### config.mk
export PLATFORM = sky130hd
export DESIGN_NAME = corr_window_loader
export DESIGN_NICKNAME = d
export VERILOG_FILES = /design/src/rtl/corr_window_loader.sv
export SDC_FILE = /design/constraint.sdc
export NUM_CORES = 1
export LEC_CHECK = 0
export ABC_AREA = 1
export CORE_UTILIZATION = 45
export DETAILED_ROUTE_END_ITERATION = 16
export HOLD_SLACK_MARGIN = 0.06
export PLACE_DENSITY = 0.8
export SYNTH_ARGS = -nofsm -noshare
export SYNTH_HDL_FRONTEND = slang
export SYNTH_SLANG_ARGS = --single-unit
### constraint.sdc
create_clock -name clock -period 4.8 [get_ports clock]
set_input_delay 0.96 -clock clock [delete_from_list [all_inputs] [get_ports clock]]
set_output_delay 0.96 -clock clock [all_outputs]
set_load 0.05 [all_outputs]
### src/rtl/corr_window_loader.sv
// Serial feeder for the 10-tap correlator: loads a coefficient set, then keeps a
// sliding window of the newest TAPS samples and flags each new full window.
module corr_window_loader #(
  parameter int TAPS = 10,
  parameter int DW   = 4,
  localparam int CW  = $clog2(TAPS + 1)
) (
  input  logic               clock,
  input  logic               reset,
  input  logic               coef_load,
  input  logic               hold,
  input  logic [DW-1:0]      in_data,
  input  logic               in_valid,
  output logic               in_ready,
  output logic [TAPS*DW-1:0] x_bus,
  output logic [TAPS*DW-1:0] h_bus,
  output logic               coef_ready,
  output logic [CW-1:0]      fill_cnt,
  output logic               win_valid
);

  localparam int IW = (TAPS > 1) ? $clog2(TAPS) : 1;

  typedef enum logic [1:0] {IDLE, COEF, FILL, RUN} state_t;

  state_t              state_q, state_d;
  logic [IW-1:0]       coef_idx_q, coef_idx_d;
  logic [CW-1:0]       fill_q, fill_d;
  logic [TAPS*DW-1:0]  x_q, x_d;
  logic [TAPS*DW-1:0]  h_q, h_d;
  logic                coef_ready_q, coef_ready_d;
  logic                win_valid_q, win_valid_d;
  logic                accept;

  assign in_ready = (state_q != IDLE) && !hold && !coef_load;
  assign accept   = in_valid && in_ready;

  always_ff @(posedge clock or negedge reset) begin
    if (!reset) begin
      state_q      <= IDLE;
      coef_idx_q   <= '0;
      fill_q       <= '0;
      x_q          <= '0;
      h_q          <= '0;
      coef_ready_q <= 1'b0;
      win_valid_q  <= 1'b0;
    end else begin
      state_q      <= state_d;
      coef_idx_q   <= coef_idx_d;
      fill_q       <= fill_d;
      x_q          <= x_d;
      h_q          <= h_d;
      coef_ready_q <= coef_ready_d;
      win_valid_q  <= win_valid_d;
    end
  end

  always_comb begin
    state_d      = state_q;
    coef_idx_d   = coef_idx_q;
    fill_d       = fill_q;
    x_d          = x_q;
    h_d          = h_q;
    coef_ready_d = coef_ready_q;
    win_valid_d  = 1'b0;

    // A load request wins over any beat presented in the same cycle.
    if (coef_load) begin
      state_d      = COEF;
      coef_idx_d   = '0;
      fill_d       = '0;
      coef_ready_d = 1'b0;
      x_d          = '0;
    end else if (accept) begin
      case (state_q)
        COEF: begin
          for (int k = 0; k < TAPS; k++) begin
            if (coef_idx_q == IW'(k)) h_d[k*DW +: DW] = in_data;
          end
          if (coef_idx_q == IW'(TAPS - 1)) begin
            state_d      = FILL;
            coef_ready_d = 1'b1;
            coef_idx_d   = '0;
          end else begin
            coef_idx_d = coef_idx_q + IW'(1);
          end
        end
        FILL, RUN: begin
          // x_0 takes the newest sample; the oldest falls off the top.
          x_d = {x_q[TAPS*DW-DW-1:0], in_data};
          if (fill_q != CW'(TAPS)) fill_d = fill_q + CW'(1);
          if (fill_d == CW'(TAPS)) begin
            win_valid_d = 1'b1;
            state_d     = RUN;
          end
        end
        default: ;
      endcase
    end
  end

  assign x_bus      = x_q;
  assign h_bus      = h_q;
  assign coef_ready = coef_ready_q;
  assign fill_cnt   = fill_q;
  assign win_valid  = win_valid_q;

endmodule
==> reports/qor.txt <==
Syn Nets = 403
Max-slew violations = 0
Fillers = 683
Register bit total from synthesis = 92
Setup repair bufs after CTS = 0
Setup_tns = 0 ps
Critical path class = in -> out
Crit Path Max Fanout = 28
CTS max path bufs = 2
Final min period = 3414 ps
Vias in the first global route = 2,887
Clk sink count = 92
Worst EP required = 3840 ps
Total congestion overflow = 0
Vias post-DR = 3,105
CP max stage cell = inv_2
CTS tree = yes
Fmax achieved = 292.9 MHz
Max Cap Violations = 0
Cell Area, Synth = 3791 um^2
Synth warn = 0
RSZ-0062 raised after global routing = no
Hold buffers post-CTS = 0
Final Worst Setup Slack = 1386 ps
Core Rows = 33
CP Launch Type = input port
Final critical-path share of the clock period = 0.7113
Slew margin rel. = 0.3189
Avg Cell Area, Syn = 9.671 um^2
Placer congestion estimate = 0.8785
CP bufs+invs = 4
Critical path endpoint category = primary output
I/O Pins = 96
Vias per cell = 5.218
Chip height = 93.79 um
Area Overhead vs Synth = 31.62%
Final Net Count = 496
Clock transition at path regs = 80 ps
Die area = 8796 um^2
Global-route wire length before repair = 14,210 um
Core box area = 8175 um^2
Post-Syn Instances = 392
Leak = 2.195 nW
Chip Width = 93.79 um
Worst Tran Pin Value = 1021 ps
Antenna violations before repair = 0
Root buf cell = clkbuf_8
Crit-path max cell delay = 420 ps
Dpl hpwl = 6079 um
Hold crit path type = reg -> reg
Worst EP arrival = 2450 ps
Diode count = 0
Routed WL per cell = 14.64 um
Drc violations = 0
TritonRoute pass-1 iters = 5
Reg area = 2302 um^2
Post-route antenna net violation count = 0
Crit path max-delay family = buffers and inverters
Clk_lat worst skew = 360 ps
Share of cells above drive strength 1 = 0.06531
Status = completed
Post-synth cell types = 23
Pwr Density = 425.3 nW/um^2
Endpoints failing setup = 0
Clk_skew = 15.00 ps
Cts bufs inserted = 9
Area of the multi-input gates = 1225 um^2
Worst path cell trace = clkdlybuf4s50_1, buf_4, inv_2, nand2_1, nor2_1, buf_4
Most used cell along the critical path = buf_4
Final number of hold-violating endpoints = 0
1st-iter DRT viols = 179
DP Worst Slack = 1403 ps
Input/output buffers = 95
H-tree levels = 3
Initial Util = 0.4637
Sequential element share of the synthesized area = 0.6073
GRT Resource Usage Total = 0.2109
CTS resizes = 0
Largest net degree at the start of global routing = 59
Total length of routed wires = 8713 um
VDD IR max = 161.9 uV
-- layout make-up --
class / instances / share of cell area
Multi-Input combinational cell: 240 / 0.2455
Tap cell: 105 / 0.02633
Inverter: 44 / 0.03360
Sequential cell: 92 / 0.4614
Timing Repair Buffer: 98 / 0.1941
Clock inverter: 3 / 0.009278
Clock buffer: 13 / 0.02984
-- power breakdown --
group | total (mW) | switching (mW) | internal [mW]
clock | 0.518 | 0.261 | 0.257
sequential | 0.927 | 0.0665 | 0.860
combinational | 0.678 | 0.486 | 0.192
-- kinds of logic (layout without fill, tap and decap cells) --
group / Yosys count / in the layout / synth area share
buffers and inverters: 60 / 158 / 0.06963
AND/OR/NAND/NOR: 146 / 146 / 0.1759
adder cells (fa/ha/maj): 2 / 2 / 0.006600
AO/OA/AOI/OAI: 92 / 92 / 0.1406
flip-flops: 92 / 92 / 0.6073
-- Yosys cell counts --
| master | count | area share |
|---|---|---|
| a21oi_1 | 2 | 0.0026 |
| buf_6 | 3 | 0.0089 |
| nand4_1 | 10 | 0.017 |
| o21ai_0 | 69 | 0.091 |
| clkbuf_1 | 6 | 0.0059 |
| o31ai_1 | 17 | 0.034 |
| nand3_4 | 3 | 0.014 |
| nor2_1 | 9 | 0.0089 |
| clkinv_2 | 2 | 0.0026 |
| nand2_1 | 94 | 0.093 |
| clkinv_1 | 1 | 0.00099 |
| o31ai_2 | 4 | 0.013 |
| nand3_1 | 26 | 0.034 |
| buf_4 | 2 | 0.0040 |
| ha_1 | 2 | 0.0066 |
| nor2_4 | 1 | 0.0030 |
| or2_2 | 1 | 0.0017 |
| nand2_2 | 1 | 0.0017 |
| dfrtp_1 | 92 | 0.61 |
| buf_2 | 5 | 0.0066 |
| inv_1 | 40 | 0.040 |
| nand2_4 | 1 | 0.0030 |
| inv_2 | 1 | 0.00099 |
-- placed cells by master (no fill, tap or decap) --
| master | count |
|---|---|
| clkinvlp_4 | 1 |
| nand2_2 | 1 |
| buf_4 | 5 |
| inv_1 | 40 |
| nand3_1 | 26 |
| a21oi_1 | 2 |
| clkbuf_1 | 3 |
| nand2_4 | 1 |
| or2_2 | 1 |
| nor2_4 | 1 |
| nor2_1 | 9 |
| ha_1 | 2 |
| clkinv_2 | 2 |
| clkdlybuf4s50_1 | 93 |
| clkinv_1 | 1 |
| inv_2 | 1 |
| clkbuf_8 | 10 |
| o31ai_2 | 4 |
| o21ai_0 | 69 |
| bufinv_16 | 1 |
| clkinv_4 | 1 |
| nand3_4 | 3 |
| nand4_1 | 10 |
| nand2_1 | 94 |
| o31ai_1 | 17 |
| dfrtp_1 | 92 |
-- state kept, by name (all words and copies together), names as in the netlist --
signal,flops
h_bus,40
x_bus,40
coef_idx_q,4
fill_cnt,4
state_q,2
coef_ready,1
win_valid,1
-- layer usage --
layer  GRT usage  vias to the layer above  routed length (um)
met5           0                        -                   0
met4     0.08462                        0                 157
li1            -                     1477                   -
met1      0.2984                     1537                3994
met3     0.03236                       14                 387
met2      0.3260                       77                4173
-- worst register-to-register path: stages (launching register included) --
cell and delay (ps):
dfrtp_1 370, inv_1 80, nand2_1 130, nand3_4 120, nand2_4 90, nand2_2 50
inv_1 740, nand3_1 180, o21ai_0 150
-- worst paths after layout --
| path | startpoint | endpoint | slack (ps) | depth (start not counted) |
|---|---|---|---|---|
| setup / recovery | coef_load | in_ready | 1390 | 6 |
| hold / removal | h_bus[26]$_DFFE_PN0P_ | h_bus[26]$_DFFE_PN0P_ | 490 | 2 |
| setup reg to reg | state_q[1]$_DFFE_PN0P_ | x_bus[33]$_DFFE_PN0P_ | 2800 | 8 |
| hold reg to reg | h_bus[26]$_DFFE_PN0P_ | h_bus[26]$_DFFE_PN0P_ | 490 | 2 |
| max in group asynchronous | reset | x_bus[12]$_DFFE_PN0P_ | 3210 | 2 |
| min in group asynchronous | reset | h_bus[2]$_DFFE_PN0P_ | 650 | 1 |
-- metrics by stage --
| step | hold WS (ps) | utilization | total power [mW] | cells | instance area, um^2 |
|---|---|---|---|---|---|
| floorplan | 463.1 | - | 1.396 | 392 | 3791 |
| global placement | 467.7 | 0.5865 | 1.603 | 579 | 4795 |
| detailed placement | 472.7 | 0.5865 | 1.622 | 579 | 4795 |
| CTS | 494.1 | 0.6103 | 2.136 | 595 | 4990 |
| global route | 519.4 | 0.6103 | 2.220 | 595 | 4990 |
| finish | 490.9 | 0.6103 | 2.122 | 595 | 4990 |
Power figures use the tool's default switching activity.
